File: src/rtl/conv_pkg.sv
// Shared definitions for the convolution sequencer: FSM state encoding and
// the signed 18-bit saturation limits applied to every written result.
package conv_pkg;

    typedef enum logic [2:0] {
        IDLE   = 3'd0,
        RD_IMG = 3'd1,
        RD_FLT = 3'd2,
        MAC    = 3'd3,
        WRITE  = 3'd4,
        FINISH = 3'd5
    } state_t;

    localparam int     DATA_W  = 18;
    localparam longint SAT_MAX = 131071;
    localparam longint SAT_MIN = -131072;

    function automatic logic signed [DATA_W-1:0] sat_data(input longint v);
        logic signed [DATA_W-1:0] r;
        if (v > SAT_MAX)
            r = DATA_W'(SAT_MAX);
        else if (v < SAT_MIN)
            r = DATA_W'(SAT_MIN);
        else
            r = DATA_W'(v);
        return r;
    endfunction

endpackage

File: src/rtl/conv_addr_gen.sv
// Read-address generator: turns the window/tap counters for the upcoming
// read into a registered image or filter address (wraps modulo 2^ADDR_W).
module conv_addr_gen #(
    parameter int ADDR_W = 16
) (
    input  logic              master_clk,
    input  logic              rst,
    input  logic              load,
    input  logic              sel_flt,
    input  logic [ADDR_W-1:0] img_base,
    input  logic [ADDR_W-1:0] flt_base,
    input  logic [7:0]        dim,
    input  logic [2:0]        k,
    input  logic [8:0]        d,
    input  logic [7:0]        y_pos,
    input  logic [7:0]        x_pos,
    input  logic [2:0]        ky,
    input  logic [2:0]        kx,
    output logic [ADDR_W-1:0] rd_addr
);

    logic [31:0] img_lin;
    logic [31:0] flt_lin;

    always_comb begin
        img_lin = (32'(d) * 32'(dim) + 32'(y_pos) + 32'(ky)) * 32'(dim) + 32'(x_pos) + 32'(kx);
        flt_lin = (32'(d) * 32'(k) + 32'(ky)) * 32'(k) + 32'(kx);
    end

    always_ff @(posedge master_clk) begin
        if (rst)
            rd_addr <= '0;
        else if (load)
            rd_addr <= sel_flt ? flt_base + flt_lin[ADDR_W-1:0]
                               : img_base + img_lin[ADDR_W-1:0];
    end

endmodule

File: src/rtl/conv_sequencer.sv
// Convolution sequencer: walks output windows and taps over a shared read
// port, accumulates products and writes saturated results. Define
// CONV_SEQ_RELU_EN to clamp negative results to zero.
module conv_sequencer
    import conv_pkg::*;
#(
    parameter int ACC_W  = 40,
    parameter int ADDR_W = 16
) (
    input  logic                     master_clk,
    input  logic                     rst,
    input  logic                     trigger_accel,
    input  logic [7:0]               image_dim,
    input  logic [8:0]               image_depth,
    input  logic [ADDR_W-1:0]        image_memory_offset,
    input  logic [ADDR_W-1:0]        filter_memory_offset,
    input  logic [ADDR_W-1:0]        output_memory_offset,
    input  logic [1:0]               filter_halfsize,
    input  logic [2:0]               filter_stride,
    input  logic signed [DATA_W-1:0] filter_bias,
    output logic [ADDR_W-1:0]        rd_addr,
    output logic                     rd_en,
    input  logic signed [DATA_W-1:0] rd_data,
    output logic [ADDR_W-1:0]        wr_addr,
    output logic signed [DATA_W-1:0] wr_data,
    output logic                     wr_en,
    output logic                     busy,
    output logic                     done
);

    state_t state, state_nxt;

    logic [7:0]               cfg_dim, cfg_dim_nxt;
    logic [8:0]               cfg_depth, cfg_depth_nxt;
    logic [2:0]               cfg_k, cfg_k_nxt;
    logic [2:0]               cfg_stride, cfg_stride_nxt;
    logic [ADDR_W-1:0]        cfg_img_off, cfg_img_off_nxt;
    logic [ADDR_W-1:0]        cfg_flt_off, cfg_flt_off_nxt;
    logic [ADDR_W-1:0]        cfg_out_off, cfg_out_off_nxt;
    logic signed [DATA_W-1:0] cfg_bias, cfg_bias_nxt;

    logic [8:0]               d_cnt, d_nxt;
    logic [2:0]               ky_cnt, ky_nxt, kx_cnt, kx_nxt;
    logic [7:0]               y_pos, y_nxt, x_pos, x_nxt;
    logic [ADDR_W-1:0]        out_idx, out_idx_nxt;
    logic signed [ACC_W-1:0]  acc, acc_nxt;
    logic signed [DATA_W-1:0] pixel;
    logic signed [35:0]       product;

    logic [2:0]               k_live;
    logic                     accept, degenerate, last_tap, last_col, last_row;
    logic [9:0]               x_end, y_end;
    logic signed [DATA_W-1:0] sat_val, wr_value;

    // NOTE: every always_comb output is assigned a default first so no latch is inferred.
    always_comb begin
        k_live     = {filter_halfsize, 1'b1};
        degenerate = (image_dim < {5'd0, k_live}) || (image_depth == '0);
        accept     = (state == IDLE) && trigger_accel;

        cfg_dim_nxt     = accept ? image_dim : cfg_dim;
        cfg_depth_nxt   = accept ? image_depth : cfg_depth;
        cfg_k_nxt       = accept ? k_live : cfg_k;
        cfg_stride_nxt  = accept ? ((filter_stride == '0) ? 3'd1 : filter_stride) : cfg_stride;
        cfg_img_off_nxt = accept ? image_memory_offset : cfg_img_off;
        cfg_flt_off_nxt = accept ? filter_memory_offset : cfg_flt_off;
        cfg_out_off_nxt = accept ? output_memory_offset : cfg_out_off;
        cfg_bias_nxt    = accept ? filter_bias : cfg_bias;

        product  = pixel * rd_data;
        last_tap = (kx_cnt == cfg_k - 3'd1) && (ky_cnt == cfg_k - 3'd1)
                && (d_cnt == cfg_depth - 9'd1);
        // A window is the last in its row/column when the next one would overhang the image.
        x_end    = {2'b0, x_pos} + {7'b0, cfg_stride} + {7'b0, cfg_k};
        y_end    = {2'b0, y_pos} + {7'b0, cfg_stride} + {7'b0, cfg_k};
        last_col = x_end > {2'b0, cfg_dim};
        last_row = y_end > {2'b0, cfg_dim};

        state_nxt   = state;
        d_nxt       = d_cnt;
        ky_nxt      = ky_cnt;
        kx_nxt      = kx_cnt;
        y_nxt       = y_pos;
        x_nxt       = x_pos;
        out_idx_nxt = out_idx;
        acc_nxt     = acc;

        case (state)
            IDLE: begin
                if (trigger_accel) begin
                    state_nxt   = degenerate ? FINISH : RD_IMG;
                    d_nxt       = '0;
                    ky_nxt      = '0;
                    kx_nxt      = '0;
                    y_nxt       = '0;
                    x_nxt       = '0;
                    out_idx_nxt = '0;
                    acc_nxt     = '0;
                end
            end
            RD_IMG: state_nxt = RD_FLT;
            RD_FLT: state_nxt = MAC;
            MAC: begin
                acc_nxt = acc + ACC_W'(product);
                if (last_tap) begin
                    state_nxt = WRITE;
                end else begin
                    state_nxt = RD_IMG;
                    if (kx_cnt != cfg_k - 3'd1) begin
                        kx_nxt = kx_cnt + 3'd1;
                    end else begin
                        kx_nxt = '0;
                        if (ky_cnt != cfg_k - 3'd1) begin
                            ky_nxt = ky_cnt + 3'd1;
                        end else begin
                            ky_nxt = '0;
                            d_nxt  = d_cnt + 9'd1;
                        end
                    end
                end
            end
            WRITE: begin
                acc_nxt     = '0;
                d_nxt       = '0;
                ky_nxt      = '0;
                kx_nxt      = '0;
                out_idx_nxt = out_idx + 1'b1;
                if (last_col && last_row) begin
                    state_nxt = FINISH;
                end else begin
                    state_nxt = RD_IMG;
                    if (!last_col) begin
                        x_nxt = x_pos + {5'd0, cfg_stride};
                    end else begin
                        x_nxt = '0;
                        y_nxt = y_pos + {5'd0, cfg_stride};
                    end
                end
            end
            FINISH:  state_nxt = IDLE;
            default: state_nxt = IDLE;
        endcase

        sat_val = sat_data(longint'(acc_nxt) + longint'(cfg_bias));
`ifdef CONV_SEQ_RELU_EN
        wr_value = sat_val[DATA_W-1] ? '0 : sat_val;
`else
        wr_value = sat_val;
`endif
    end

    // NOTE: sequential state uses non-blocking assignments so every register samples pre-edge values.
    always_ff @(posedge master_clk) begin
        if (rst) begin
            state       <= IDLE;
            cfg_dim     <= '0;
            cfg_depth   <= '0;
            cfg_k       <= '0;
            cfg_stride  <= '0;
            cfg_img_off <= '0;
            cfg_flt_off <= '0;
            cfg_out_off <= '0;
            cfg_bias    <= '0;
            d_cnt       <= '0;
            ky_cnt      <= '0;
            kx_cnt      <= '0;
            y_pos       <= '0;
            x_pos       <= '0;
            out_idx     <= '0;
            acc         <= '0;
            pixel       <= '0;
            rd_en       <= 1'b0;
            wr_en       <= 1'b0;
            wr_addr     <= '0;
            wr_data     <= '0;
            busy        <= 1'b0;
            done        <= 1'b0;
        end else begin
            state       <= state_nxt;
            cfg_dim     <= cfg_dim_nxt;
            cfg_depth   <= cfg_depth_nxt;
            cfg_k       <= cfg_k_nxt;
            cfg_stride  <= cfg_stride_nxt;
            cfg_img_off <= cfg_img_off_nxt;
            cfg_flt_off <= cfg_flt_off_nxt;
            cfg_out_off <= cfg_out_off_nxt;
            cfg_bias    <= cfg_bias_nxt;
            d_cnt       <= d_nxt;
            ky_cnt      <= ky_nxt;
            kx_cnt      <= kx_nxt;
            y_pos       <= y_nxt;
            x_pos       <= x_nxt;
            out_idx     <= out_idx_nxt;
            acc         <= acc_nxt;
            if (state == RD_FLT)
                pixel <= rd_data;
            rd_en <= (state_nxt == RD_IMG) || (state_nxt == RD_FLT);
            wr_en <= (state_nxt == WRITE);
            done  <= (state_nxt == FINISH);
            busy  <= state_nxt inside {RD_IMG, RD_FLT, MAC, WRITE};
            if (state_nxt == WRITE) begin
                wr_addr <= cfg_out_off + out_idx;
                wr_data <= wr_value;
            end
        end
    end

    conv_addr_gen #(.ADDR_W(ADDR_W)) u_addr_gen (
        .master_clk (master_clk),
        .rst        (rst),
        .load       ((state_nxt == RD_IMG) || (state_nxt == RD_FLT)),
        .sel_flt    (state_nxt == RD_FLT),
        .img_base   (cfg_img_off_nxt),
        .flt_base   (cfg_flt_off_nxt),
        .dim        (cfg_dim_nxt),
        .k          (cfg_k_nxt),
        .d          (d_nxt),
        .y_pos      (y_nxt),
        .x_pos      (x_nxt),
        .ky         (ky_nxt),
        .kx         (kx_nxt),
        .rd_addr    (rd_addr)
    );

endmodule

File: config.mk
export PLATFORM = sky130hd
export DESIGN_NAME = conv_sequencer
export DESIGN_NICKNAME = d
export VERILOG_FILES = /design/src/rtl/conv_pkg.sv /design/src/rtl/conv_addr_gen.sv /design/src/rtl/conv_sequencer.sv
export SDC_FILE = /design/constraint.sdc
export NUM_CORES = 2
export LEC_CHECK = 0
export ABC_CLOCK_PERIOD_IN_PS = 12270
export BUFFER_PORTS_ARGS = -buffer_cell sky130_fd_sc_hd__buf_2
export CORE_MARGIN = 5
export CORE_UTILIZATION = 49
export DETAILED_ROUTE_END_ITERATION = 12
export PLACE_DENSITY_LB_ADDON = 0.3
export SLEW_MARGIN = 20
export SYNTH_ARGS = -nofsm -noshare
export SYNTH_HDL_FRONTEND = slang
export SYNTH_SLANG_ARGS = --single-unit
File: constraint.sdc
create_clock -name master_clk -period 12.27 [get_ports master_clk]
set_clock_uncertainty 0.15 [all_clocks]
set_input_delay 0.6135 -clock master_clk [delete_from_list [all_inputs] [get_ports master_clk]]
set_output_delay 0.6135 -clock master_clk [all_outputs]
set_load 0.005 [all_outputs]
==> reports/summary.txt <==
DRT Pass-1 Iters - 5
FILL cells - 7033
Pwr dens - 131.5 nW/um^2
Row Count - 101
Layout cells sized above 1 - 10.43%
Post-synth cell types - 93
Max-slew violation count - 0
Crit path launch type - flip-flop
Simple-gate share of the synthesized area - 18.22%
Initial DRC count - 1736
Die Area - 81540 sq um
Max-Cap Viols - 0
IO Port Bufs - 162
Nets - 5535
Setup Crit Path Kind - reg2reg
Core ar. - 75570 sq um
Layout area overhead - 9.920%
Total Wirelength - 99440 um
Vias in the first global route - 30743
GPL Wtd Cong - 0.9052
Largest net degree at the start of global routing - 127
Peak VDD IR - 0.1669 mV
Placed Area - 39210 sq um
Net Sw Power - 2.515 mW
Most used cell, CP - fa_1
Clock Power Share - 18.9%
Die Ht - 285.6 um
Crit-path max FO - 6
Max Fclk - 0.08309 GHz
Num CTS Buffers - 30
Initial antenna violation count - 1
Post-synthesis cell count - 4422
Most frequent cells in the layout - 675 x nand2_1, 634 x inv_1, 555 x fa_1
Net Sw Frac - 46.76%
Slew HR - 32.94%
Critical path's slowest cell - fa_1
Routed via count - 30379
Outcome - finished, final reports clean
DIE WIDTH - 285.6 um
CTS clk-pin slew, worst paths - 70 ps
Mux cell area share after synthesis - 0.9517%
Compound-Gate Fraction of Synth Area - 12.86%
Worst endpoint data arrival time - 12410 ps
Tot GR Track Use - 24.15%
HP Class - in2reg
Slew @ Worst Pin - 980.6 ps
Clk Latency, worst-skew pair - 620 ps
IO Pins - 163
Avg WL per Cell - 18.00 um
Async S/R FF share, synth - 0%
CP Capture Type - flip-flop
Maximum clock path buffer count - 3
Avg Cell Area, Syn - 8.414 sq um
DRT antenna net count - 0
Setup TNS - 0 ps
DR vias/cell - 5.499
Main synth FF type - dfxtp_1
Yosys Warn Count - 0
CTS Root Buffer Type - clkbuf_16
Syn Nets - 5435
Synthesized cell area - 37210 sq um
P_int - 2.864 mW
Design area - 40900 sq um
CP max stage delay - 570 ps
Final critical-path share of the clock period - 98.09%
Number of synthesized register bits - 251
CTS H-Tree Depth - 1
CTS tree - built
Combinational Power Share - 63.3%
Register area share after synthesis - 13.51%
Leak - 19.59 nW
Largest family of logic cells by synthesized area - adder cells
First-pass GRT wire length - 161100 um
Final hold vios - 0
Detailed Place HPWL - 79090 um
Clk sinks - 251
Most common cell after layout, fill and taps aside - nand2_1
Drt drc - 0
Post-synthesis adder-cell area fraction - 41.78%
Total gr overflow - 0
Post-synthesis xor/xnor area fraction - 3.898%
Final setup viols - 0
Period minus WS final - 12040 ps
EDFF count, synth - 0
Initial Util - 49.24%
Sequential power share - 17.9%
RSZ-0062 raised after global routing - true
WP data required - 12640 ps
==> registers in the layout (all words and copies together), names as in the netlist, 9 cells and up <==
signal and count:
pixel 18, wr_addr 16, acc 40, cfg_depth 9, d_cnt 9, cfg_img_off 16, u_addr_gen.rd_addr 16, out_idx 16
wr_data 18, cfg_bias 18, cfg_flt_off 16, cfg_out_off 16
==> critical path: cells and delay by family (launching register included) <==
family | cells | cell delay, ps
compound gates | 8 | 1400
simple gates | 11 | 1920
xor+xnor | 11 | 1900
mux | 1 | 100
buf+inv | 10 | 740
flops | 1 | 330
fa+ha+maj | 14 | 5370
==> metal layers <==
layer  track usage (%)  up-vias  share of wire [%]
met5                 0        -                  0
met1             31.58    15000                 42
met2             41.33      755                 48
met4             8.305        0                4.0
li1                  -    14434                  -
met3             3.355      190                5.6
==> power by group through the flow <==
stage	clock network, mW	logic [mW]	registers, mW
final	1.01	3.40	0.960
after global routing	1.06	3.87	0.969
after CTS	1.03	3.42	0.960
after detailed placement	0	3.38	0.977
after global placement	0	3.34	0.976
after floorplan	0	2.59	0.933
==> layout make-up <==
class	count	area (sq um)	share of cell area [%]
inverter	645	2421	5.920
clock inverter	19	290.3	0.7098
multi-input combinational	3318	29420	71.94
tap	978	1224	2.992
sequential	251	5029	12.30
antenna	1	2.502	0.006119
clock buffer	36	803.3	1.964
timing repair buffer	276	1708	4.176
==> cells by family after synthesis <==
kind of cell	Yosys count
compound gates	740
flops	251
fa+ha+maj	904
buf+inv	853
mux	35
simple gates	1475
xor+xnor	164
==> what timing repair did <==
action / CTS / global route
hold buffers: 0 / 0
setup buffers: 2 / 12
setup endpoints to repair: 1 / 7
pin swaps: 8 / 80
gates resized for setup: 19 / 95
==> synthesized netlist by cell type (8+ instances only) <==
| cell | count | area share, % |
|---|---|---|
| dfxtp_1 | 251 | 14 |
| xor2_1 | 52 | 1.2 |
| a22o_1 | 12 | 0.28 |
| o31ai_1 | 21 | 0.42 |
| and2_1 | 189 | 3.2 |
| nand3_1 | 59 | 0.79 |
| nor2b_1 | 26 | 0.44 |
| o31a_1 | 8 | 0.19 |
| nand2_1 | 680 | 6.9 |
| xnor2_1 | 111 | 2.6 |
| o211ai_1 | 29 | 0.59 |
| nand3b_1 | 8 | 0.16 |
| nand2b_1 | 42 | 0.71 |
| o21bai_1 | 14 | 0.28 |
| a211oi_1 | 23 | 0.46 |
| o21ai_0 | 124 | 1.7 |
| a31o_2 | 10 | 0.24 |
| fa_1 | 564 | 30 |
| clkbuf_1 | 182 | 1.8 |
| nor2_1 | 290 | 2.9 |
| a31oi_1 | 27 | 0.45 |
| nor3b_1 | 15 | 0.30 |
| o21a_1 | 35 | 0.71 |
| and4_1 | 10 | 0.24 |
| a21o_1 | 70 | 1.4 |
| a21boi_0 | 10 | 0.20 |
| a211o_1 | 9 | 0.21 |
| and3_1 | 22 | 0.37 |
| or3_1 | 21 | 0.35 |
| inv_1 | 645 | 6.5 |
| nand4_1 | 23 | 0.39 |
| mux2i_1 | 32 | 0.86 |
| ha_1 | 340 | 11 |
| buf_1 | 11 | 0.11 |
| nor4_1 | 13 | 0.22 |
| nor3_1 | 49 | 0.66 |
| a21oi_1 | 251 | 3.4 |
==> stage by stage <==
stage | utilization [%] | std cells | total power [mW] | hold slack, ps | worst slack, ps
final | 54.12 | 5524 | 5.379 | 76.51 | 234.5
after global routing | 54.12 | 5523 | 5.900 | 73.84 | -232.8
after CTS | 53.53 | 5513 | 5.407 | 61.76 | 1.251
after detailed placement | 51.89 | 5456 | 4.355 | 294.8 | -247.7
after global placement | 51.88 | 5456 | 4.314 | 291.8 | -104.4
after floorplan | - | 4422 | 3.523 | 290.6 | 177.5
==> path summary, 6_finish.rpt <==
check | from | to | slack [ps] | depth (start not counted)
worst max-delay path | x_pos[1] | u_addr_gen.rd_addr[15] | 230 | 55
worst min register to register | wr_addr[9] | wr_addr[9] | 300 | 2
worst min-delay path | filter_bias[4] | cfg_bias[4] | 80 | 3
worst max register to register | x_pos[1] | u_addr_gen.rd_addr[15] | 230 | 55
Power figures use the tool's default switching activity.
